===== config.mk =====
export PLATFORM = sky130hd
export DESIGN_NAME = fila_flat
export DESIGN_NICKNAME = d
export VERILOG_FILES = /design/src/rtl/fila_if.sv /design/src/rtl/fila.sv /design/src/flat_wrapper.sv
export SDC_FILE = /design/constraint.sdc
export NUM_CORES = 1
export LEC_CHECK = 0
export BUFFER_PORTS_ARGS = -buffer_cell sky130_fd_sc_hd__buf_2
export CORE_UTILIZATION = 35
export CTS_CLUSTER_DIAMETER = 60
export DETAILED_ROUTE_END_ITERATION = 6
export PLACE_DENSITY = 0.5
export SYNTH_ARGS = -nofsm -noshare
export SYNTH_HDL_FRONTEND = slang
export SYNTH_SLANG_ARGS = --single-unit

===== constraint.sdc =====
create_clock -name clk -period 6.2 [get_ports clk]
set_clock_uncertainty 0.15 [all_clocks]
set_input_delay 1.24 -clock clk [delete_from_list [all_inputs] [get_ports clk]]
set_output_delay 1.24 -clock clk [all_outputs]
set_load 0.05 [all_outputs]

===== src/rtl/fila_if.sv =====
// Byte-queue bus for fila: upstream handshake, pop request and queue status.
// The master side drives bytes and pop requests; the slave side is the queue.
interface fila_if #(
  parameter int DEPTH = 8
) ();
  logic [7:0]              data_in;
  logic                    enqueue_in;
  logic                    ack_out;
  logic                    dequeue_in;
  logic [7:0]              data_out;
  logic [$clog2(DEPTH):0]  len_out;
  logic                    full_out;
  logic                    empty_out;

  modport master (
    output data_in, enqueue_in, dequeue_in,
    input  ack_out, data_out, len_out, full_out, empty_out
  );

  modport slave (
    input  data_in, enqueue_in, dequeue_in,
    output ack_out, data_out, len_out, full_out, empty_out
  );
endinterface


===== src/rtl/fila.sv =====
// fila: circular byte queue with a level/ack upstream handshake and registered pop output.
// Optional FILA_ERR_EN adds a sticky err_out for empty pops and writes refused while full.
module fila #(
  parameter int DEPTH = 8
) (
  input  logic  clk,
  input  logic  reset,
  fila_if.slave bus
`ifdef FILA_ERR_EN
  ,
  output logic  err_out
`endif
);

  localparam int PW = (DEPTH > 1) ? $clog2(DEPTH) : 1;
  localparam int LW = $clog2(DEPTH) + 1;

  typedef enum logic [1:0] {
    IDLE,
    ACK,
    WAIT_LOW
  } state_t;

  state_t          state_q, state_d;
  logic            ack_q, ack_d;
  logic [PW-1:0]   wr_ptr_q, wr_ptr_d;
  logic [PW-1:0]   rd_ptr_q, rd_ptr_d;
  logic [LW-1:0]   len_q, len_d;
  logic [7:0]      data_out_q, data_out_d;
  logic [7:0]      mem [DEPTH];

  logic            full;
  logic            empty;
  logic            do_write;
  logic            do_pop;

  assign full  = (len_q == LW'(DEPTH));
  assign empty = (len_q == '0);

  // A byte is taken only from IDLE, so a level held through WAIT_LOW is never stored twice.
  always_comb begin
    state_d  = state_q;
    ack_d    = 1'b0;
    do_write = 1'b0;
    case (state_q)
      IDLE: begin
        if (bus.enqueue_in && !full) begin
          do_write = 1'b1;
          ack_d    = 1'b1;
          state_d  = ACK;
        end
      end
      ACK: begin
        state_d = WAIT_LOW;
      end
      WAIT_LOW: begin
        if (!bus.enqueue_in) begin
          state_d = IDLE;
        end
      end
      default: begin
        state_d = IDLE;
      end
    endcase
  end

  always_comb begin
    do_pop     = bus.dequeue_in && !empty;
    wr_ptr_d   = wr_ptr_q;
    rd_ptr_d   = rd_ptr_q;
    data_out_d = data_out_q;
    len_d      = len_q;
    if (do_write) begin
      wr_ptr_d = (wr_ptr_q == PW'(DEPTH - 1)) ? '0 : wr_ptr_q + 1'b1;
    end
    if (do_pop) begin
      rd_ptr_d   = (rd_ptr_q == PW'(DEPTH - 1)) ? '0 : rd_ptr_q + 1'b1;
      data_out_d = mem[rd_ptr_q];
    end
    case ({do_write, do_pop})
      2'b10:   len_d = len_q + 1'b1;
      2'b01:   len_d = len_q - 1'b1;
      default: len_d = len_q;
    endcase
  end

  always_ff @(posedge clk or negedge reset) begin
    if (!reset) begin
      state_q    <= IDLE;
      ack_q      <= 1'b0;
      wr_ptr_q   <= '0;
      rd_ptr_q   <= '0;
      len_q      <= '0;
      data_out_q <= 8'h00;
    end else begin
      state_q    <= state_d;
      ack_q      <= ack_d;
      wr_ptr_q   <= wr_ptr_d;
      rd_ptr_q   <= rd_ptr_d;
      len_q      <= len_d;
      data_out_q <= data_out_d;
    end
  end

  // Storage has no reset; an entry is only read after it has been written.
  always_ff @(posedge clk) begin
    if (do_write) begin
      mem[wr_ptr_q] <= bus.data_in;
    end
  end

  assign bus.ack_out   = ack_q;
  assign bus.data_out  = data_out_q;
  assign bus.len_out   = len_q;
  assign bus.full_out  = full;
  assign bus.empty_out = empty;

`ifdef FILA_ERR_EN
  logic err_q, err_d;

  always_comb begin
    err_d = err_q
          | (bus.dequeue_in && empty)
          | (bus.enqueue_in && full && (state_q == IDLE));
  end

  always_ff @(posedge clk or negedge reset) begin
    if (!reset) begin
      err_q <= 1'b0;
    end else begin
      err_q <= err_d;
    end
  end

  assign err_out = err_q;
`endif

endmodule


===== src/flat_wrapper.sv =====
// flat-port wrapper written by rule: the top's interface ports become plain ports
module fila_flat 
#(
  parameter int DEPTH = 8
)
  (clk, reset, bus_data_in, bus_enqueue_in, bus_dequeue_in, bus_ack_out, bus_data_out, bus_len_out, bus_full_out, bus_empty_out);
  fila_if #(.DEPTH(DEPTH)) bus_i ();
  input  logic clk;
  input  logic reset;
  input wire logic [$bits(bus_i.data_in)-1:0] bus_data_in;
  input wire logic [$bits(bus_i.enqueue_in)-1:0] bus_enqueue_in;
  input wire logic [$bits(bus_i.dequeue_in)-1:0] bus_dequeue_in;
  output wire logic [$bits(bus_i.ack_out)-1:0] bus_ack_out;
  output wire logic [$bits(bus_i.data_out)-1:0] bus_data_out;
  output wire logic [$bits(bus_i.len_out)-1:0] bus_len_out;
  output wire logic [$bits(bus_i.full_out)-1:0] bus_full_out;
  output wire logic [$bits(bus_i.empty_out)-1:0] bus_empty_out;
  assign bus_i.data_in = bus_data_in;
  assign bus_i.enqueue_in = bus_enqueue_in;
  assign bus_i.dequeue_in = bus_dequeue_in;
  assign bus_ack_out = bus_i.ack_out;
  assign bus_data_out = bus_i.data_out;
  assign bus_len_out = bus_i.len_out;
  assign bus_full_out = bus_i.full_out;
  assign bus_empty_out = bus_i.empty_out;
  fila #(.DEPTH(DEPTH)) u_core (.clk(clk), .reset(reset), .bus(bus_i));
endmodule

# Word-level counts from Yosys, hierarchy flattened
# Memory sizes are Yosys's and may differ from the RTL's. A register that Yosys moved wholly into a read port is not among the register bits.
# Cells that the tools add are included.
[classes]
n_addsub = 4
eq_ne = 9
n_mux = 10
reduce_logical = 9
[ops]
columns = ["operator", "count"]
rows = [
  ["4-bit one-hot mux with 2 select lines", 1],
  ["3-bit by 1-bit adder with 3-bit output (second input constant)", 2],
  ["3-bit equality test (second input constant)", 2],
  ["3-bit two-way mux", 2],
  ["2-bit one-hot mux with 3 select lines", 1],
  ["4-bit by 1-bit adder with 4-bit output (second input constant)", 1],
  ["2-bit by 1-bit equality test with 1-bit output (second input constant)", 2],
  ["2-bit equality test (second input constant)", 2],
  ["4-bit equality test (second input constant)", 1],
  ["4-bit zero test", 1],
  ["1-bit two-way mux", 4],
  ["2-bit two-way mux", 2],
  ["4-bit by 1-bit subtractor with 4-bit output (second input constant)", 1],
  ["1-bit zero test", 3],
  ["1-bit logical AND", 2],
  ["2-bit zero test", 1],
  ["2-bit by 1-bit inequality test with 1-bit output (second input constant)", 1],
  ["2-bit inequality test (second input constant)", 1],
  ["2-bit AND reduction", 1],
  ["2-bit nonzero test", 1],
]
[totals]
register_bits = 13
ramBits = 64
in_bits = 12
output_inout_bits = 15
memories = 1
[memory_table]
columns = ["memory", "words", "width", "read_ports", "rd_ports_with_merged_regs", "write_ports", "line_no", "text"]
rows = [
  ["u_core.mem", 8, 8, 1, 1, 1, "fila.sv:30", "logic [7:0] mem [DEPTH];"],
]

# Longest topological paths before layout
# Gate-level depths: netlist (run 1).
[logic_depth]
depth_word = 7
mapped_depth = 10
depth_no_buf = 9

# Worst setup path before layout (run 1)
# OpenSTA, ideal clock, no wires.
[synth_path]
path_type = "reg-to-reg"
startpoint = "reg u_core.len_q[1], in the netlist u_core.bus.len_out[1]"
endpoint = "reg u_core.len_q[3], in the netlist u_core.bus.len_out[3]"
arrival_ns = 3.266
required_time_ns = 5.899
slack_ns = 2.634
stages_incl_launch_ff = 11
period_less_slack_ns = 3.566
cell_sequence = "dfrtp_1 > nor4_2 > nand2b_1 > buf_2 > inv_1 > ha_1 > ha_1 > inv_1 > nor4_1 > nand4b_1 > o311ai_0"
[synth_lines]
columns = ["element", "line_no", "text"]
rows = [
  ["from (decl)", "fila.sv:28", "logic [LW-1:0] len_q, len_d;"],
  ["from (signal assigned)", "fila.sv:100", "len_q <= len_d;"],
  ["4-bit zero test *", "fila.sv:38", "assign empty = (len_q == '0);"],
  ["named net bus_empty_out", "flat_wrapper.sv:17", "output wire logic [$bits(bus_i.empty_out)-1:0] bus_empty_out;"],
  ["1-bit zero test *", "fila.sv:68", "do_pop = bus.dequeue_in && !empty;"],
  ["1-bit logical AND *", "fila.sv:68", ""],
  ["named net u_core.do_pop", "fila.sv:35", "logic do_pop;"],
  ["2-bit by 1-bit equality test with 1-bit output / 2-bit equality test (equally long branches)", "fila.sv:80", "case ({do_write, do_pop})"],
  ["4-bit one-hot mux with 2 select lines / 2-bit nonzero test (equally long branches)", "n/a", ""],
]
# The timed path passes the listed nets; every way through them passes the cells marked *.
# A chain may end at the register's enable or synchronous reset.

# Worst setup path in the final report (run 1)
[layout_path]
startpoint = "in bus_dequeue_in"
endpoint = "reg u_core.len_q[3], in the netlist u_core.bus.len_out[3]"
[layout_via]
elab_chain_cells = 3
[layout_rtl]
columns = ["element", "line_no", "text"]
rows = [
  ["from (decl)", "flat_wrapper.sv:12", "input wire logic [$bits(bus_i.dequeue_in)-1:0] bus_dequeue_in;"],
  ["1-bit logical AND *", "fila.sv:68", ""],
  ["named net u_core.do_pop", "fila.sv:35", ""],
  ["2-bit by 1-bit equality test with 1-bit output / 2-bit equality test (equally long branches)", "fila.sv:80", ""],
  ["4-bit one-hot mux with 2 select lines / 2-bit nonzero test (equally long branches)", "n/a", ""],
]
# Marked as above.

==> flow_metrics.py, run 1 <==
metrics = {
    "run_status": {
        "outcome": "complete, no violations",
    },
    "floorplanning": {
        "io_pins": 27,
        "dieArea_um2": 10600,
        "die_h_um": 103,
        "die_width_um": 103,
        "core-area_um2": 9820,
        "start_util_pct": 36.3,
        "num_rows": 36,
    },
    "finish": {
        "antenna_cells": 0,
        "nFillCells": 949,
        "ff_latch_area_um2": 2450,
        "final_layout_size_suffix_gt1_share_pct": 27.2,
        "syn_to_final_growth_pct": 12.4,
        "num-nets-final": 280,
        "multi_input_area_um2": 985,
    },
    "clock_tree": {
        "root_buffer": "clkbuf_8",
        "numCtsBuffers": 9,
        "clk_pin_slew_worst_paths_ns": 0.09,
        "clk_path_buf_depth": 2,
        "clk_latency_ns": 0.35,
        "cts_resized": 0,
        "cts_tree": "yes",
        "postCtsSetupBuffers": 0,
        "cts_sinks": 85,
        "ctsHoldBuffers": 0,
        "h-tree-depth": 3,
    },
    "worst_setup_path": {
        "crit_type": "in2reg",
        "r2r-end": "u_core.bus.len_out[3]",
        "startpoint_type": "input pin",
        "r2r_cells": 8,
        "required_ns": 6.29,
        "cp_data_arrival_time_ns": 3.28,
        "r2r_setup_slack_ns": 3.09,
        "critical_path.max_fanout": 22,
        "r2r-start": "u_core.bus.len_out[1]",
        "endpoint_kind": "flop",
    },
    "sta": {
        "setup_viol": 0,
        "finalMaxSlewViolations": 0,
        "final_hold_viol_count": 0,
        "layout_min_cycle_time_ns": 3.20,
        "rsz0062_at_grt": "no",
        "period_share_pct": 51.6,
        "max_slew.worst_pin.slew_ns": 0.798,
        "setup_tns_ns": 0,
        "fmax_mhz": 313,
        "maxSlewHeadroom_pct": 46.6,
    },
    "logic_synthesis": {
        "synth_area_leaders": "edfxtp_1, dfrtp_1, mux2_2, mux2i_1, ha_1",
        "synth_edf_count": 64,
        "synth_cells": 228,
        "ys_warn_count": 0,
        "synth_fp_nets": 248,
        "synth.most_common_cell": "edfxtp_1",
        "syn_area_um2": 3560,
        "seq_area_frac_synth_pct": 68.7,
        "async_flop_share_pct": 24.7,
        "avgSynthCellArea_um2": 15.6,
        "yosysTopAreaCell": "edfxtp_1",
        "ys_top_cells_by_count": "edfxtp_1, dfrtp_1, nand2_1",
        "synth.distinct_cells": 37,
        "yosysTopAreaCellShare_pct": 53.9,
        "ys.flop_type": "edfxtp_1",
        "ys_ff_latch": 85,
    },
    "route": {
        "drc": 0,
        "drtAntennaViolNets": 0,
        "num_vias": 1869,
        "routed_wl_um": 6300,
        "post_drt_wl_per_cell_um": 15.8,
        "viasPerCell": 4.70,
        "first_pass_iters": 4,
        "drt_iter0_drc": 64,
    },
    "global_routing": {
        "gr-usage-all-layers_pct": 13.3,
        "grt_pass1_vias": 1844,
        "grt_max_degree": 36,
        "grt_pass1_wl_um": 10000,
        "grt_remaining_overflow": 0,
        "antenna_found_initial": 0,
    },
    "power": {
        "power_w": 0.00196,
        "powerDensity_nw_per_um2": 489,
        "ir_drop_mv": 0.171,
        "power_leakage_nw": 1.52,
    },
    "worst_hold_path": {
        "hp-start": "u_core.state_q[1]",
        "min_to": "u_core.state_q[1]",
        "hold_depth": 1,
        "hp-class": "reg2reg",
    },
    "placed_design": {
        "dp_hpwl_um": 4070,
        "port_buffers": 26,
        "place_congestion": 0.708,
    },
    "job": {
        "drv_cap": 0,
    },
}
## how the worst max path moves through the flow
stage | slack (ns) | cells after the start | end | startpoint
6_report | 3.00 | 8 | u_core.bus.len_out[3] | bus_dequeue_in
5_1_grt | 2.71 | 8 | u_core.bus.len_out[3] | u_core.bus.len_out[0]
4_1_cts | 2.97 | 8 | u_core.bus.len_out[3] | bus_dequeue_in
3_5_place_dp | 2.58 | 8 | u_core.bus.len_out[3] | bus_dequeue_in
3_3_place_gp | 2.74 | 8 | u_core.bus.len_out[3] | bus_dequeue_in
2_1_floorplan | 2.63 | 10 | u_core.bus.len_out[3] | u_core.bus.len_out[1]
## cells in the final DEF (no fill, tap or decap), drive strengths merged
cell and n:
clkbuf 9, o22ai 8, nor4b 1, nor4 3, mux2i 18, nor3b 1
nand2 20, a221o 8, nor2 4, clkinv 2, nor3 7, a21o 2
or3 2, xnor2 1, a21oi 1, o21ai 12, ha 7, nand4b 1
edfxtp 64, inv 13, fa 1, buf 31, nand2b 7, mux2 17
nor2b 1, o311ai 1, dfrtp 21, bufinv 1, xor2 1
## per-stage QoR
| step | setup slack (ns) | area, um^2 | utilization (%) | hold slack, ns | instances |
|---|---|---|---|---|---|
| finish | 3.00 | 4010 | 40.8 | 0.327 | 398 |
| global route | 2.71 | 4010 | 40.8 | 0.372 | 398 |
| CTS | 2.97 | 4010 | 40.8 | 0.330 | 398 |
| detailed placement | 2.58 | 3800 | 38.7 | 0.317 | 382 |
| global placement | 2.74 | 3800 | 38.7 | 0.310 | 382 |
| floorplan | 2.63 | 3560 | - | 0.302 | 228 |
## flip-flops by register name, indices dropped and copies added (netlist names)
| register | cells |
|---|---|
| u_core.bus.ack_out | 1 |
| u_core.bus.data_out | 8 |
| u_core.bus.len_out | 4 |
| u_core.mem | 64 |
| u_core.rd_ptr_q | 3 |
| u_core.state_q | 2 |
| u_core.wr_ptr_q | 3 |
## metal layers
metal | wire (um) | global-route usage [%]
met3 | 171 | 3.86
met5 | 0 | 0
met1 | 3250 | 18.8
met2 | 2800 | 19.3
met4 | 75 | 5.20
## logic make-up after synthesis
group | after synthesis | share of synthesized area [%]
multiplexers | 35 | 10.4
AO/OA/AOI/OAI | 32 | 6.25
buffers and inverters | 19 | 3.72
adder cells (fa/ha/maj) | 8 | 3.02
flip-flops | 85 | 68.7
XOR/XNOR | 2 | 0.491
AND/OR/NAND/NOR | 47 | 7.44
## worst max-delay path: stages
cell and delay (ns):
buf_2 0.10, nand2b_1 0.52, inv_1 0.10, ha_1 0.31, ha_1 0.30, a21oi_1 0.22
o21ai_0 0.14, o311ai_0 0.35
## power by group
group	leakage (nW)	switching (W)	internal (W)	total, W
combinational	0.575	0.000475	0.000267	0.000743
sequential	0.834	0.0000779	0.000724	0.000802
clock	0.107	0.000218	0.000193	0.000412
total	1.52	0.000772	0.00119	0.00196
## layout make-up
class                           instances  area share [%]
Multi-Input combinational cell        124            24.6
Sequential cell                        85            61.1
Clock inverter                          7            2.03
Inverter                                9           0.843
Timing Repair Buffer                   31            4.19
Clock buffer                            9            3.09
Tap cell                              133            4.15
(Power assumes the default switching activity.)
==> inputs of run 2 (changes only) <==
PLACE_DENSITY = 0.52   (was 0.5)
clock period = 2.8 ns   (was 6.2 ns; I/O delays follow)
==> run 2 against run 1 <==
Net effect:
- worst setup slack got worse by 2.6 ns
- total power is 130% higher
- register-to-register slack worse by 2.6 ns
- die area did not move
- utilization is 1.5 points higher
- global-route usage about the same
- design area up 3.7%
- wire length up 0.65%
- first-iteration DRC count rose by 48%
- sequential power increased by 130%
- final cell count up 1.3%
- critical path type is now reg2reg
- largest cell class unchanged
- largest power group unchanged
- highest routed layer unchanged
==> flow_metrics.py, run 2 (same netlist as run 1, synthesis figures left out) <==
metrics = {
    "placed_design": {
        "dp_hpwl_um": 4120,
        "dp_cells": 387,
        "place_congestion": 0.726,
        "port_buffers": 26,
    },
    "finish": {
        "largest_register_ffs": 64,
        "nFillCells": 939,
        "multi_input_area_um2": 1050,
        "ff_latch_area_um2": 2460,
        "antenna_cells": 0,
        "final_layout_size_suffix_gt1_share_pct": 32.2,
        "mostFrequentLayoutCells": "edfxtp_1, buf_2, nand2_1",
        "largest_register": "u_core.mem",
        "num-nets-final": 285,
        "final_common_cell": "edfxtp_1",
        "syn_to_final_growth_pct": 16.5,
        "stdcell_count": 403,
    },
    "clock_tree": {
        "clk_path_buf_depth": 2,
        "root_buffer": "clkbuf_8",
        "clk_pin_slew_worst_paths_ns": 0.09,
        "h-tree-depth": 3,
        "cts_tree": "yes",
        "ctsHoldBuffers": 0,
        "cts_sinks": 85,
        "postCtsSetupBuffers": 0,
        "numCtsBuffers": 9,
        "clk_latency_ns": 0.35,
        "cts_resized": 0,
    },
    "route": {
        "drtAntennaViolNets": 0,
        "drc": 0,
        "viasPerCell": 4.70,
        "num_vias": 1896,
        "drt_iter0_drc": 95,
        "post_drt_wl_per_cell_um": 15.7,
        "routed_wl_um": 6340,
        "first_pass_iters": 4,
    },
    "worst_setup_path": {
        "cp_data_arrival_time_ns": 2.43,
        "crit_type": "reg2reg",
        "endpoint_kind": "flop",
        "required_ns": 2.88,
        "r2r_cells": 8,
        "critical_path.max_fanout": 11,
        "startpoint_type": "flop",
    },
    "floorplanning": {
        "die_h_um": 103,
        "start_util_pct": 36.3,
        "io_pins": 27,
        "dieArea_um2": 10600,
        "die_width_um": 103,
        "core-area_um2": 9820,
        "num_rows": 36,
    },
    "sta": {
        "setup_viol": 0,
        "final_hold_viol_count": 0,
        "fmax_mhz": 424,
        "rsz0062_at_grt": "no",
        "hold_slack_ns": 0.00119,
        "finalMaxSlewViolations": 0,
        "layout_min_cycle_time_ns": 2.36,
        "period_share_pct": 84.2,
        "max_slew.worst_pin.slew_ns": 0.664,
        "maxSlewHeadroom_pct": 55.6,
    },
    "global_routing": {
        "grt_pass1_wl_um": 9980,
        "grt_remaining_overflow": 0,
        "antenna_found_initial": 0,
        "gr-usage-all-layers_pct": 13.3,
        "grt_most_used_layer": "met1",
        "grt_pass1_vias": 1812,
        "grt_max_degree": 36,
        "met3_usage_pct": 3.53,
        "met1_usage_pct": 19.2,
        "grt_use_met2_pct": 19.0,
    },
    "power": {
        "powerDensity_nw_per_um2": 1090,
        "power_w": 0.00454,
        "power_leakage_nw": 1.55,
        "ir_drop_mv": 0.500,
    },
    "run_status": {
        "outcome": "complete, no violations",
    },
    "worst_hold_path": {
        "hp-class": "in2async",
    },
    "job": {
        "drv_cap": 0,
    },
}
-- run 2: cell count changes in the layout (fill, tap and decap cells not counted), sizes merged --
cell and change:
clkbuf +1, inv -2, bufinv +1, clkinvlp +1, buf +5, clkinv -1
-- run 2: power breakdown --
part / switching, W / total, W / leakage (nW) / internal (W)
Sequential: 0.000198 / 0.00181 / 0.830 / 0.00162
Combinational: 0.00108 / 0.00176 / 0.612 / 0.000684
Clock: 0.000452 / 0.000966 / 0.109 / 0.000514
Total: 0.00173 / 0.00454 / 1.55 / 0.00281
-- run 2: critical path, stage by stage (launching register included) --
cell and delay [ns]:
dfrtp_4 0.54, nor4b_4 0.31, or3_4 0.27, ha_4 0.23, ha_4 0.14, inv_1 0.04
or3_1 0.36, nand4b_1 0.10, o311ai_1 0.10
-- run 2: cell type report --
class | count | area share [%]
multi-input combinational | 124 | 25.4
timing repair buffer | 36 | 5.24
sequential | 85 | 59.2
tap | 133 | 4.01
inverter | 9 | 0.813
clock buffer | 10 | 3.07
clock inverter | 6 | 2.32
-- run 2: per-stage QoR --
stage | setup WS (ns) | instance area [um^2] | utilization [%] | setup TNS, ns
finish | 0.444 | 4150 | 42.3 | 0
global route | 0.297 | 4150 | 42.3 | 0
detailed placement | 0.310 | 3930 | 40.0 | 0
floorplan | -0.151 | 3650 | - | -0.151
CTS | 0.435 | 4150 | 42.3 | 0
global placement | 0.354 | 3930 | 40.0 | 0
-- run 2: path summary, 6_finish.rpt --
check                                      start  slack [ns]               endpoint
min                                        reset       0.001     u_core.wr_ptr_q[1]
min in group clk               u_core.state_q[1]        0.33      u_core.state_q[1]
max                        u_core.bus.len_out[2]        0.44  u_core.bus.len_out[3]
max reg2reg                u_core.bus.len_out[2]        0.44  u_core.bus.len_out[3]
max in group asynchronous                  reset        2.14  u_core.bus.len_out[0]
min reg2reg                    u_core.state_q[1]        0.33      u_core.state_q[1]
-- run 2: routing by layer --
metal / up-vias / part of all wire (%)
met5: - / 0
li1: 939 / -
met1: 927 / 52
met4: 0 / 1.0
met3: 4 / 3.4
met2: 26 / 44
==> inputs of run 3 (changes only) <==
PLACE_DENSITY = 0.5   (was 0.52)
clock period = 2.2 ns   (was 2.8 ns; I/O delays follow)
==> run 3 against run 2 <==
Net effect:
- wire length rose by 6.6%
- register-to-register slack worse by 0.42 ns
- worst hold slack better by 0.20 ns
- non-clock buffer count rose by 13
- via count increased by 4.5%
- highest routed layer unchanged
- design area is 7.5% higher
- total power is 36% higher
- maximum frequency rose by 8.5%
- critical path depth unchanged
- combinational power grew 49%
- utilization grew 3.2 points
==> flow_metrics.py, run 3 (same netlist as run 1, synthesis figures left out) <==
metrics = {
    "sta": {
        "hold_slack_ns": 0.203,
        "finalMaxSlewViolations": 0,
        "fmax_mhz": 461,
        "maxSlewHeadroom_pct": 58.1,
        "rsz0062_at_grt": "yes",
        "max_slew.worst_pin.slew_ns": 0.629,
        "final_hold_viol_count": 0,
        "period_share_pct": 98.7,
        "layout_min_cycle_time_ns": 2.17,
        "setup_viol": 0,
    },
    "worst_setup_path": {
        "startpoint_type": "flop",
        "critical-path-slowest-cell": "dfrtp_4",
        "cpMostUsedCell": "ha_4",
        "worst-path-buf-inv": 1,
        "crit_type": "reg2reg",
        "endpoint_kind": "flop",
        "r2r-end": "u_core.bus.len_out[3]",
        "required_ns": 2.27,
        "r2r-start": "u_core.bus.len_out[0]",
        "cp_cell_sequence": "nor4b_4 -> or3_4 -> ha_4 -> ha_4 -> inv_1 -> or3_1 -> nand4b_1 -> o311ai_1",
        "critical_path.max_fanout": 5,
        "crit_path_max_incr_delay_ns": 0.51,
        "cp_data_arrival_time_ns": 2.24,
        "r2r_setup_slack_ns": 0.03,
        "r2r_cells": 8,
        "cp_top_family": "simple AND/OR/NAND/NOR gates",
    },
    "floorplanning": {
        "dieArea_um2": 10600,
        "die_width_um": 103,
        "io_pins": 27,
        "die_h_um": 103,
        "core-area_um2": 9820,
        "start_util_pct": 36.3,
        "num_rows": 36,
    },
    "route": {
        "post_drt_wl_per_cell_um": 16.2,
        "viasPerCell": 4.76,
        "drtAntennaViolNets": 0,
        "num_vias": 1981,
        "routed_wl_um": 6760,
        "first_pass_iters": 4,
        "drc": 0,
        "drt_iter0_drc": 95,
    },
    "run_status": {
        "outcome": "complete, no violations",
    },
    "power": {
        "pwr-share-seq_pct": 37.5,
        "intPower_w": 0.00380,
        "p_clk_share_pct": 19.8,
        "power_frac_comb_pct": 42.7,
        "powerDensity_nw_per_um2": 1380,
        "ir_drop_mv": 0.489,
        "power_leakage_nw": 1.66,
        "sw_frac_of_total_pct": 38.5,
        "power_w": 0.00617,
        "power_switching_w": 0.00237,
    },
    "placed_design": {
        "place_congestion": 0.704,
        "port_buffers": 26,
        "place_area_um2": 4160,
        "dp_hpwl_um": 4390,
    },
    "clock_tree": {
        "numCtsBuffers": 9,
        "clk_path_buf_depth": 2,
        "clk_pin_slew_worst_paths_ns": 0.09,
        "root_buffer": "clkbuf_8",
        "h-tree-depth": 3,
        "cts_sinks": 85,
        "cts_tree": "yes",
        "clk_latency_ns": 0.35,
    },
    "worst_hold_path": {
        "min_to": "u_core.mem[0][3]",
        "hp-start": "bus_data_in[3]",
        "hp-class": "in2reg",
        "hold_depth": 1,
    },
    "finish": {
        "multi_input_area_um2": 1160,
        "antenna_cells": 0,
        "largest_register_ffs": 64,
        "final_util_pct": 45.5,
        "ff_latch_area_um2": 2460,
        "final_common_cell": "edfxtp_1",
        "syn_to_final_growth_pct": 25.2,
        "final_layout_size_suffix_gt1_share_pct": 38.5,
        "num-nets-final": 298,
        "mostFrequentLayoutCells": "edfxtp_1, buf_2, nand2_1",
        "fin_area_um2": 4460,
        "largest_register": "u_core.mem",
        "nFillCells": 920,
    },
    "job": {
        "drv_cap": 0,
    },
    "global_routing": {
        "grt_remaining_overflow": 0,
        "grt_max_degree": 36,
        "antenna_found_initial": 0,
        "grt_pass1_wl_um": 10400,
        "gr-usage-all-layers_pct": 14.3,
        "grt_pass1_vias": 1921,
    },
}
run 3: cell types whose count changed in the layout (fill, tap and decap cells not counted), moves of 3 or more:
cell,before,now
nor2_1,4,1
buf_12,1,9
nor2_4,0,3
buf_4,9,13
nor3_1,5,2
nor3_4,0,4
run 3: worst max-delay path by stage:
| stage | end | slack, ns | start | depth (start not counted) |
|---|---|---|---|---|
| finish | u_core.bus.len_out[3] | 0.03 | u_core.bus.len_out[0] | 8 |
| global route | u_core.bus.len_out[3] | -0.09 | u_core.bus.len_out[0] | 7 |
| CTS | u_core.bus.len_out[3] | -0.04 | u_core.bus.len_out[3] | 8 |
| detailed placement | u_core.bus.len_out[3] | -0.09 | bus_enqueue_in | 9 |
| global placement | u_core.bus.len_out[3] | -0.03 | bus_enqueue_in | 9 |
| floorplan | u_core.bus.len_out[3] | -0.74 | u_core.bus.len_out[0] | 10 |
run 3: metal layers:
| layer | wire length [um] | GRT usage, % | vias to the layer above | share of wire, % |
|---|---|---|---|---|
| li1 | - | - | 966 | - |
| met3 | 147 | 2.71 | 8 | 2.2 |
| met5 | 0 | 0 | - | 0 |
| met2 | 3370 | 23.8 | 25 | 50 |
| met1 | 3130 | 18.0 | 982 | 46 |
| met4 | 104 | 6.83 | 0 | 1.5 |
run 3: worst register-to-register path, delay by kind of cell, from the launching register on:
kind	cells	cell delay [ns]
AO/OA/AOI/OAI	1	0.10
adder cells (fa/ha/maj)	2	0.32
buffers and inverters	1	0.04
flip-flops	1	0.51
AND/OR/NAND/NOR	4	0.93
run 3: timing repair:
action | CTS | global route
hold buffers | 1 | 0
pin swaps | 3 | 7
resized for setup | 1 | 3
buffers inserted | 4 | 2
endpoints found under the setup margin | 1 | 7
endpoints found under the hold margin | 21 | 0
run 3: power groups by stage:
stage / combinational [W] / sequential (W) / clock, W
floorplan: 0.00156 / 0.00277 / 0
CTS: 0.00260 / 0.00232 / 0.00126
detailed placement: 0.00254 / 0.00237 / 0
finish: 0.00263 / 0.00232 / 0.00122
global route: 0.00284 / 0.00236 / 0.00132
global placement: 0.00251 / 0.00235 / 0
run 3: cell type report:
cell class,instances,share of cell area [%]
repair buffers,49,9.36
inverters,9,0.813
well taps,133,3.73
multi-input cells,124,26.0
clock buffers,10,2.86
flip-flops and latches,85,55.0
clock inverters,6,2.16
run 3: stage by stage:
step	setup slack (ns)	TNS (ns)	instances
4_1_cts	-0.0351	-0.0351	414
2_1_floorplan	-0.744	-3.27	228
5_1_grt	-0.0897	-0.130	416
3_5_place_dp	-0.0878	-0.123	393
3_3_place_gp	-0.0297	-0.0297	393
6_report	0.0285	0	416
